`config.mk`:
```
export PLATFORM = sky130hd
export DESIGN_NAME = msx_slot_io_if
export DESIGN_NICKNAME = d
export VERILOG_FILES = /design/src/rtl/msx_slot_io_if.sv
export SDC_FILE = /design/constraint.sdc
export NUM_CORES = 1
export LEC_CHECK = 0
export CORE_MARGIN = 4
export CORE_UTILIZATION = 30
export CTS_CLUSTER_SIZE = 40
export DETAILED_ROUTE_END_ITERATION = 10
export GPL_ROUTABILITY_DRIVEN = 1
export PLACE_DENSITY_LB_ADDON = 0.3
export SYNTH_ARGS = -nofsm -noshare
export SYNTH_HDL_FRONTEND = slang
export SYNTH_SLANG_ARGS = --single-unit
```
`constraint.sdc`:
```
create_clock -name clk -period 2.4 [get_ports clk]
set_input_delay 0.48 -clock clk [delete_from_list [all_inputs] [get_ports clk]]
set_output_delay 0.48 -clock clk [all_outputs]
set_load 0.01 [all_outputs]
```
`src/rtl/msx_slot_io_if.sv`:
```
// msx_slot_io_if: MSX slot I/O front-end for the VDP port window; SLOT_IO_WAIT_EN enables Z80 wait, otherwise overflow_err is reported
module msx_slot_io_if #(
  parameter logic [7:0] IO_BASE = 8'h88,
  parameter int FILTER_CYCLES = 4
) (
  input  logic       clk,
  input  logic       reset,
  input  logic       slot_iorq_n,
  input  logic       slot_rd_n,
  input  logic       slot_wr_n,
  input  logic [7:0] slot_a,
  input  logic [7:0] slot_d_in,
  output logic [7:0] slot_d_out,
  output logic       slot_data_dir,
  output logic       slot_wait,
  output logic       bus_valid,
  input  logic       bus_ready,
  output logic       bus_write,
  output logic [1:0] bus_address,
  output logic [7:0] bus_wdata,
  input  logic [7:0] bus_rdata,
  input  logic       bus_rdata_en,
  output logic       overflow_err
);
  typedef enum logic [2:0] {IDLE, FILTER, REQ, RDATA, RELEASE} state_t;
  state_t state, nxt;
  logic [18:0] s1, s2;
  logic iorq_s, rd_s, wr_s, dec, wr_hit, rd_hit, hit, hit_q, last_w;
  logic [7:0] a_s, d_s;
  logic [3:0] cnt;
  assign {iorq_s, rd_s, wr_s, a_s, d_s} = s2;
  assign dec = a_s[7:2] == IO_BASE[7:2];
  assign wr_hit = !iorq_s && !wr_s && rd_s && dec;
  assign rd_hit = !iorq_s && !rd_s && wr_s && dec;
  assign hit = wr_hit || rd_hit;
  // two-stage synchronizer; strobes idle high
  always_ff @(posedge clk)
    if (reset) begin
      s1 <= 19'h70000;
      s2 <= 19'h70000;
    end else begin
      s1 <= {slot_iorq_n, slot_rd_n, slot_wr_n, slot_a, slot_d_in};
      s2 <= s1;
    end
  // counts consecutive samples of the same hit type, saturating at 15
  always_ff @(posedge clk)
    if (reset) begin
      cnt <= 4'd0;
      hit_q <= 1'b0;
      last_w <= 1'b0;
    end else begin
      cnt <= !hit ? 4'd0 : (!hit_q || last_w != wr_hit) ? 4'd1 : (cnt == 4'd15) ? cnt : cnt + 4'd1;
      hit_q <= hit;
      last_w <= wr_hit;
    end
  // state register
  always_ff @(posedge clk)
    if (reset) state <= IDLE;
    else state <= nxt;
  // next-state logic; RELEASE waits for /IORQ to end so each Z80 cycle yields one request
  always_comb begin
    nxt = state;
    case (state)
      IDLE:    nxt = hit ? FILTER : IDLE;
      FILTER:  nxt = !hit ? IDLE : (cnt == 4'(FILTER_CYCLES) && last_w == wr_hit) ? REQ : FILTER;
      REQ:     nxt = !bus_ready ? REQ : bus_write ? RELEASE : RDATA;
      RDATA:   nxt = bus_rdata_en ? RELEASE : RDATA;
      RELEASE: nxt = iorq_s ? IDLE : RELEASE;
      default: nxt = IDLE;
    endcase
  end
  // outputs decoded from state
  always_comb begin
    bus_valid = state == REQ;
    slot_data_dir = !bus_write && (state == RDATA || state == RELEASE) && !rd_s;
`ifdef SLOT_IO_WAIT_EN
    slot_wait = state == FILTER || state == REQ || state == RDATA;
`else
    slot_wait = 1'b0;
`endif
  end
  // request fields captured once on acceptance, read data on the VDP pulse
  always_ff @(posedge clk)
    if (reset) begin
      bus_address <= 2'd0;
      bus_write <= 1'b0;
      bus_wdata <= 8'd0;
      slot_d_out <= 8'd0;
      overflow_err <= 1'b0;
    end else begin
      if (state == FILTER && nxt == REQ) begin
        bus_address <= a_s[1:0];
        bus_write <= wr_hit;
        bus_wdata <= d_s;
      end
      if (state == RDATA && bus_rdata_en) slot_d_out <= bus_rdata;
`ifdef SLOT_IO_WAIT_EN
      overflow_err <= 1'b0;
`else
      overflow_err <= (state == REQ || state == RDATA) && hit && !hit_q;
`endif
    end
endmodule

```
==> flow_summary.yaml, run 1 <==
run_status:
  status: "finished, final reports clean"
final_layout:
  nFillCells: 745
  final_cell_mix: "dfxtp_1 (65), clkdlybuf4s50_1 (51), nor2b_1 (34)"
  layout_commonest_cell: "dfxtp_1"
  drive_gt1_share_pct: 11.4
  antennaDiodeCount: 0
  final_nets: 326
  area_growth_pct: 36.4
  final_area_um2: 3260
  fin_util_pct: 42.2
power:
  p_sw_share_pct: 19.6
  p_leak_uw: 0.00114
  power_frac_seq_pct: 48.6
  switchingPower_uw: 463
  power.internal_uw: 1900
  pwr-share-comb_pct: 4.3
  p_per_area_nw_per_um2: 725
  peakVddDrop_mv: 0.323
  finalPower_uw: 2360
  power_frac_clock_pct: 47.1
worst_setup_path:
  r2r_end: "bus_address[0]"
  worstSetupEndpointType: "output port"
  crit_fanout: 7
  critical_path_class: "reg2out"
  worstPathCellList: "nor2b_4, a21oi_1, nor3_1, clkdlybuf4s50_1"
  worstPathRequired_ps: 1920
  arrival_ps: 1710
  reg2reg_from: "state[0]"
  endpoint: "slot_data_dir"
  cp_slowest_stage_delay_ps: 570
  start_kind: "flip-flop"
  startpoint: "state[1]"
  rr_worst_depth: 5
  critical_path.slowest_cell: "clkdlybuf4s50_1"
  r2r_slack_ps: 360
yosys:
  syn_nets: 271
  synth-async-reset-ratio_pct: 0
  yosysTopAreaCell: "dfxtp_1"
  ys_ff_latch: 67
  synth_top_area_share_pct: 56.1
  synth_ff_type: "dfxtp_1"
  synthDistinctLibCells: 35
  synth-edff-count: 0
  synth.avg_cell_area_um2: 10.0
  netlist_instances: 238
  syn_area_um2: 2390
  yosysWarnings: 0
  netlist_top_cells_area: "dfxtp_1 (56%), nor2b_1 (9.2%), nand2b_1 (6.3%)"
  synth-seq-area-share_pct: 56.1
floorplanning:
  ios: 54
  fp.dieArea_um2: 9460
  std_cell_rows: 32
  chipHeight_um: 97.3
  die_w_um: 97.3
  initial_core_util_pct: 30.9
  fp.coreArea_um2: 7730
grt:
  antenna_found_initial: 0
  grt_pass1_vias: 1566
  track_usage_pct: 9.55
  grt_start_max_net_pins: 38
  grt_pass1_wl_mm: 7.27
  overflow: 0
clock_tree:
  cts.htree.levels: 3
  insertion_delay_ps: 330
  cts_hold_buf: 0
  clk_pin_slew_ps: 70
  ctsResizeCount: 0
  cts_made_buffers: 9
  clock-sinks: 67
  cts_buffer_depth: 2
  cts_root_buf: "clkbuf_8"
  post_cts_buffers: 0
  cts_tree: "built"
timing:
  fin_crit_ps: 2190
  slew_viol_final: 0
  post-route-period-util_pct: 91.2
  setup_tns_ps: 0
  skew_ps: 5.55
  hold_violations: 0
  setup_viol: 0
  fmax_mhz: 457
  rsz0062_at_grt: "false"
flow_run:
  drv_cap: 0
placement:
  portBuffers: 52
  post_dp_cell_area_um2: 3000
  dp_hpwl_mm: 3.00
  gp_congestion: 0.706
drt:
  wire_per_inst_um: 10.6
  drt_iter0_drc: 94
  drt-total-wl_mm: 4.23
  drt-vias-per-instance: 4.13
  drtAntennaViolNets: 0
  vias: 1653
  dr.pass1.iters: 4
  drc: 0
hold_path:
  hp-class: "reg2reg"
==> flip-flops by register name, indices dropped and copies added, names as in the netlist <==
register / flops
bus_address: 2
bus_wdata: 8
bus_write: 1
cnt: 4
hit_q: 1
last_w: 1
overflow_err: 1
s1: 19
s2: 19
slot_d_out: 8
state: 3
==> logic make-up (layout without fill, tap and decap cells) <==
group / Yosys count / after routing / share of synthesized area [%]
AOI/OAI and AO/OA: 22 / 22 / 5.55
other: 1 / 1 / 0.157
adders and majority gates: 2 / 2 / 1.05
buffers and inverters: 14 / 74 / 2.67
muxes: 11 / 11 / 4.61
xor gates and xnor gates: 3 / 3 / 1.10
DFF: 67 / 67 / 56.1
and+or+nand+nor: 118 / 118 / 28.8
==> layout make-up <==
class / instances / area (um^2) / area share [%]
clock buffers: 10 / 128 / 3.91
inverters: 3 / 11.3 / 0.345
repair buffers: 55 / 538 / 16.5
clock inverters: 6 / 114 / 3.49
flip-flops and latches: 67 / 1340 / 41.2
multi-input cells: 157 / 998 / 30.6
well taps: 102 / 128 / 3.91
==> worst min-delay path by stage <==
stage	startpoint	endpoint	slack, ps	depth (start not counted)
2_1_floorplan	s1[16]	s2[16]	390	1
5_1_grt	reset	last_w	420	2
3_3_place_gp	s1[17]	s2[17]	400	1
4_1_cts	reset	last_w	410	2
6_report	s1[17]	s2[17]	410	1
3_5_place_dp	s1[17]	s2[17]	400	1
==> layer usage <==
metal / track usage (%) / vias up / part of all wire, %
met5: 0 / - / 0
met4: 4.79 / 0 / 2.2
met3: 3.52 / 7 / 4.5
met2: 15.2 / 30 / 48
met1: 11.3 / 730 / 46
li1: - / 886 / -
==> synth_stat cells, types with 2 or more instances <==
master	n
o21ai_0	3
or2_2	6
xnor2_1	3
a21oi_1	10
nor2b_1	35
dfxtp_1	67
mux2i_1	11
nor2_1	9
nand2b_1	24
nor3b_1	4
inv_1	3
nor3_1	8
clkbuf_1	9
ha_1	2
nand3_1	3
nand2_1	20
a31oi_1	3
==> metrics by stage <==
step,cells,setup slack [ps],hold WS [ps]
6_report,400,211,413
5_1_grt,400,17.5,419
4_1_cts,400,47.0,405
3_5_place_dp,384,382,397
3_3_place_gp,384,427,395
2_1_floorplan,238,574,389
==> power groups by stage <==
stage          Clock [uW]  Combinational [uW]  Sequential, uW
4_1_cts              1140                 103            1150
3_3_place_gp            0                 103            1170
3_5_place_dp            0                 103            1170
2_1_floorplan           0                48.0            1170
6_report             1110                 101            1150
5_1_grt              1190                 112            1150
==> worst max-delay path: cells and delay by family, from the launching register on <==
family	cells	cell delay, ps
AO/OA/AOI/OAI	1	80
flip-flops	1	390
AND/OR/NAND/NOR	2	340
buffers and inverters	1	570
Note: power is estimated with default switching activity, not from simulation.
==> inputs of run 2 (changes only) <==
Settings changed: CELL_PAD_IN_SITES_DETAIL_PLACEMENT set to 1, CELL_PAD_IN_SITES_GLOBAL_PLACEMENT set to 2.
==> run 2 against run 1 <==
Die area unchanged. Routed wire length is 14% higher. Non-clock buffer count unchanged. First-iteration DRC count down 65%. Worst setup slack improved by 170 ps. Sequential cell count unchanged. Final area is 2.3% lower. Global-route usage is 1.3 points higher. Maximum frequency increased by 8.7%. Clock skew is 4.0 ps higher. Combinational power barely moved. Total power fell by 11%. Critical endpoint is now bus_address[0].
==> flow_summary.yaml, run 2 (synthesis gave the netlist of run 1 again) <==
power:
  power_frac_clock_pct: 40.4
  p_sw_share_pct: 20.4
  switchingPower_uw: 428
  p_leak_uw: 0.00113
  finalPower_uw: 2100
  peakVddDrop_mv: 0.247
  power_frac_seq_pct: 54.7
  power.internal_uw: 1670
  p_per_area_nw_per_um2: 659
  pwr-share-comb_pct: 4.9
floorplanning:
  chipHeight_um: 97.3
  initial_core_util_pct: 30.9
  std_cell_rows: 32
  die_w_um: 97.3
  fp.coreArea_um2: 7730
  fp.dieArea_um2: 9460
  ios: 54
clock_tree:
  clk_pin_slew_ps: 70
  cts_tree: "built"
  clock-sinks: 67
  cts_buffer_depth: 2
  cts_made_buffers: 9
  insertion_delay_ps: 330
  cts.htree.levels: 3
  cts_root_buf: "clkbuf_8"
  cts_hold_buf: 0
placement:
  post_dp_cell_area_um2: 3000
  gp_congestion: 0.754
  dp_hpwl_mm: 3.37
  portBuffers: 52
drt:
  drc: 0
  drt-total-wl_mm: 4.82
  wire_per_inst_um: 12.1
  drt-vias-per-instance: 4.33
  vias: 1719
  dr.pass1.iters: 5
  drt_iter0_drc: 33
  drtAntennaViolNets: 0
final_layout:
  final_cell_mix: "dfxtp_1 (65), clkdlybuf4s50_1 (50), nor2b_1 (34)"
  area_growth_pct: 33.3
  fin_util_pct: 41.2
  final_area_um2: 3190
  layout_commonest_cell: "dfxtp_1"
  drive_gt1_share_pct: 10.2
  top_regs: "s1: 19 flops, s2: 19 flops"
  final_nets: 326
  antennaDiodeCount: 0
worst_setup_path:
  crit_fanout: 12
  worstPathRequired_ps: 2650
  arrival_ps: 2260
  start_kind: "flip-flop"
  worstSetupEndpointType: "flip-flop"
  r2r_slack_ps: 390
  critical_path_class: "reg2reg"
timing:
  fmax_mhz: 496
  slew_viol_final: 0
  fin_crit_ps: 2010
  setup_tns_ps: 0
  holdWs_ps: 400
  post-route-period-util_pct: 84.0
  skew_ps: 9.51
  setup_viol: 0
  rsz0062_at_grt: "false"
  hold_violations: 0
grt:
  track_usage_pct: 10.9
  grt_pass1_wl_mm: 8.18
  antenna_found_initial: 0
  grt_start_max_net_pins: 42
  grt_pass1_vias: 1758
  overflow: 0
hold_path:
  hp-class: "reg2reg"
run_status:
  status: "finished, final reports clean"
flow_run:
  drv_cap: 0
run 2: changes by cell type in the layout (fill, tap and decap cells not counted):
| cell | change |
|---|---|
| bufinv_16 | -2 |
| clkdlybuf4s50_1 | -1 |
| dlymetal6s2s_1 | +1 |
| clkinvlp_4 | -1 |
| nor3b_1 | +1 |
| nor3b_2 | -1 |
| clkinv_2 | +1 |
| clkinv_4 | -1 |
run 2: cell type report:
type / count / area (um^2)
Inverter: 3 / 11.3
Tap cell: 102 / 128
Timing Repair Buffer: 55 / 541
Fill cell: 861 / 4540
Sequential cell: 67 / 1340
Clock inverter: 3 / 42.5
Clock buffer: 10 / 128
Multi-Input combinational cell: 157 / 993
run 2: stage by stage:
stage,worst slack (ps),std cells
6_report,385,397
5_1_grt,285,397
4_1_cts,8.92,397
3_5_place_dp,259,384
3_3_place_gp,326,384
2_1_floorplan,574,238
run 2: power by group through the flow:
stage	clock network [uW]	registers [uW]	logic (uW)
6_report	848	1150	103
5_1_grt	935	1150	115
4_1_cts	886	1150	105
3_5_place_dp	0	1180	104
3_3_place_gp	0	1170	103
2_1_floorplan	0	1170	48.0
run 2: worst max-delay path: stages (launching register included):
cell	delay (ps)
dfxtp_1	540
nand4b_1	190
or4_4	530
nor3_2	190
buf_4	250
mux2i_1	240
run 2: worst paths after layout:
path	from	end	cells past startpoint
setup / recovery	state[0]	bus_address[0]	5
hold / removal	s1[16]	s2[16]	1
setup reg to reg	state[0]	bus_address[0]	5
hold reg to reg	s1[16]	s2[16]	1
run 2: layer usage:
layer  track usage (%)  routed length [um]  vias up
li1                  -                   -      885
met1              13.8                2350      783
met2              16.0                2060       47
met3              4.45                 342        4
met4              5.11                  67        0
met5                 0                   0        -
run 2: repair_timing:
| item | 4_1_cts | 5_1_grt |
|---|---|---|
| buffers inserted | 0 | 0 |
| pin swaps | 0 | 0 |
| resized for setup | 3 | 2 |
| endpoints found under the setup margin | 1 | 1 |
==> inputs of run 3 (changes only) <==
Settings changed: CORE_UTILIZATION 30 to 27.
Clock period 2.4 ns to 1.75 ns, I/O delays scaled along.
==> run 3 against run 2 <==
Clock power increased by 63%. Via count increased by 2.5%. Non-clock buffer count increased by 15. Critical path depth increased by 2. Routed wire length increased by 2.1%. Final cell count increased by 6.0%. Final area increased by 7.6%. Register-to-register slack got worse by 520 ps. Utilization decreased by 1.7 points. Sequential cell count unchanged. Count of clock-buffer cells in the layout unchanged. The run now ends with negative setup slack left.
==> flow_summary.yaml, run 3 (synthesis gave the netlist of run 1 again) <==
final_layout:
  nFillCells: 983
  area_growth_pct: 43.4
  antennaDiodeCount: 0
  top_regs: "s1: 19 flops, s2: 19 flops"
  layout_commonest_cell: "dfxtp_1"
  drive_gt1_share_pct: 20.1
  final_cell_mix: "dfxtp_1 (62), clkdlybuf4s50_1 (49), nor2b_1 (34)"
  final_nets: 341
worst_setup_path:
  r2r_slack_ps: -130
  arrival_ps: 2140
  crit_fanout: 10
  reg2reg_from: "cnt[0]"
  critical_path.slowest_cell: "or4_4"
  rr_worst_depth: 7
  worstPathCellList: "inv_2, ha_4, nand4b_1, or4_4, nor3_4, buf_12, mux2i_1"
  cp_slowest_stage_delay_ps: 530
  worstSetupEndpointType: "flip-flop"
  cp_top_family: "simple AND/OR/NAND/NOR gates"
  critical_path_class: "reg2reg"
  worstPathRequired_ps: 2010
  crit_buf_inv: 2
  start_kind: "flip-flop"
  r2r_end: "bus_address[1]"
grt:
  track_usage_pct: 10.4
  grt_start_max_net_pins: 36
  overflow: 0
  grt_pass1_wl_mm: 8.32
  grt_pass1_vias: 1776
  antenna_found_initial: 0
drt:
  dr.pass1.iters: 4
  drt-total-wl_mm: 4.92
  wire_per_inst_um: 11.7
  drtAntennaViolNets: 0
  drt_iter0_drc: 33
  vias: 1762
  drt-vias-per-instance: 4.19
  drc: 0
timing:
  skew_ps: 5.25
  post-route-period-util_pct: 108
  slew_viol_final: 0
  setup_viol: 12
  holdWs_ps: 326
  finalWorstSetupSlack_ps: -132
  fin_crit_ps: 1880
  fmax_mhz: 531
  rsz0062_at_grt: "true"
  hold_violations: 0
clock_tree:
  clock-sinks: 67
  clk_pin_slew_ps: 70
  cts.htree.levels: 3
  post_cts_buffers: 0
  cts_made_buffers: 9
  cts_root_buf: "clkbuf_8"
  cts_tree: "built"
  cts_hold_buf: 0
  insertion_delay_ps: 330
  cts_buffer_depth: 2
floorplanning:
  die_w_um: 102
  initial_core_util_pct: 27.6
  fp.coreArea_um2: 8680
  chipHeight_um: 102
  fp.dieArea_um2: 10400
  std_cell_rows: 34
  ios: 54
hold_path:
  hold_end: "slot_d_out[1]"
  holdPathStages: 2
  min_from: "reset"
  hp-class: "in2reg"
flow_run:
  drv_cap: 0
run_status:
  status: "finished with violations"
  failed_checks: "negative setup slack"
power:
  p_leak_uw: 0.00123
  p_per_area_nw_per_um2: 905
  peakVddDrop_mv: 0.404
placement:
  dp_hpwl_mm: 3.59
  preCtsSetupSlack_ps: -142
  gp_congestion: 0.787
  portBuffers: 52
==> run 3: how the worst max path moves through the flow <==
stage           start              to  slack (ps)  cells after the start
4_1_cts        cnt[0]  bus_address[1]        -150                      7
3_5_place_dp   s2[13]          cnt[1]        -140                      5
2_1_floorplan  s2[18]  bus_address[0]         -20                      5
6_report       cnt[0]  bus_address[1]        -130                      7
5_1_grt        cnt[0]  bus_address[1]        -230                      7
3_3_place_gp   s2[13]          cnt[3]        -120                      6
==> run 3: final cells by class <==
cell class | count | area (um^2) | area share, %
timing repair buffer | 70 | 659 | 19.2
inverter | 3 | 11.3 | 0.328
multi-input combinational | 157 | 1060 | 30.9
clock buffer | 10 | 128 | 3.72
sequential | 67 | 1350 | 39.3
tap | 108 | 135 | 3.94
clock inverter | 6 | 88.8 | 2.59
==> run 3: routing by layer <==
| metal | share of wire (%) | GRT usage (%) | wire, um | vias to the layer above |
|---|---|---|---|---|
| li1 | - | - | - | 917 |
| met1 | 45 | 12.5 | 2210 | 810 |
| met2 | 50 | 16.7 | 2450 | 27 |
| met3 | 3.4 | 2.66 | 169 | 8 |
| met4 | 2.0 | 5.75 | 97 | 0 |
| met5 | 0 | 0 | 0 | - |
==> run 3: through the flow <==
stage / TNS [ps] / util [%] / power, uW / cell area (um^2) / cells
floorplan: -199 / - / 1670 / 2400 / 238
global placement: -941 / 36.2 / 1760 / 3140 / 405
detailed placement: -1650 / 36.2 / 1760 / 3140 / 405
CTS: -1200 / 39.3 / 3170 / 3410 / 421
global route: -2150 / 39.5 / 3250 / 3430 / 421
finish: -1100 / 39.5 / 3100 / 3430 / 421
==> run 3: repair_timing <==
item                                    in CTS  in global routing
gates resized for setup                     21                  7
endpoints found under the setup margin      20                 16
hold endpoints to repair                     0                  0
pin swaps                                    1                  0
==> run 3: power breakdown <==
part,switching (uW),total (uW),internal (uW),leakage [uW]
combinational,47.1,146,99.3,0.000579
sequential,11.2,1580,1560,0.000551
clock,577,1380,805,0.000103
total,636,3100,2470,0.00123
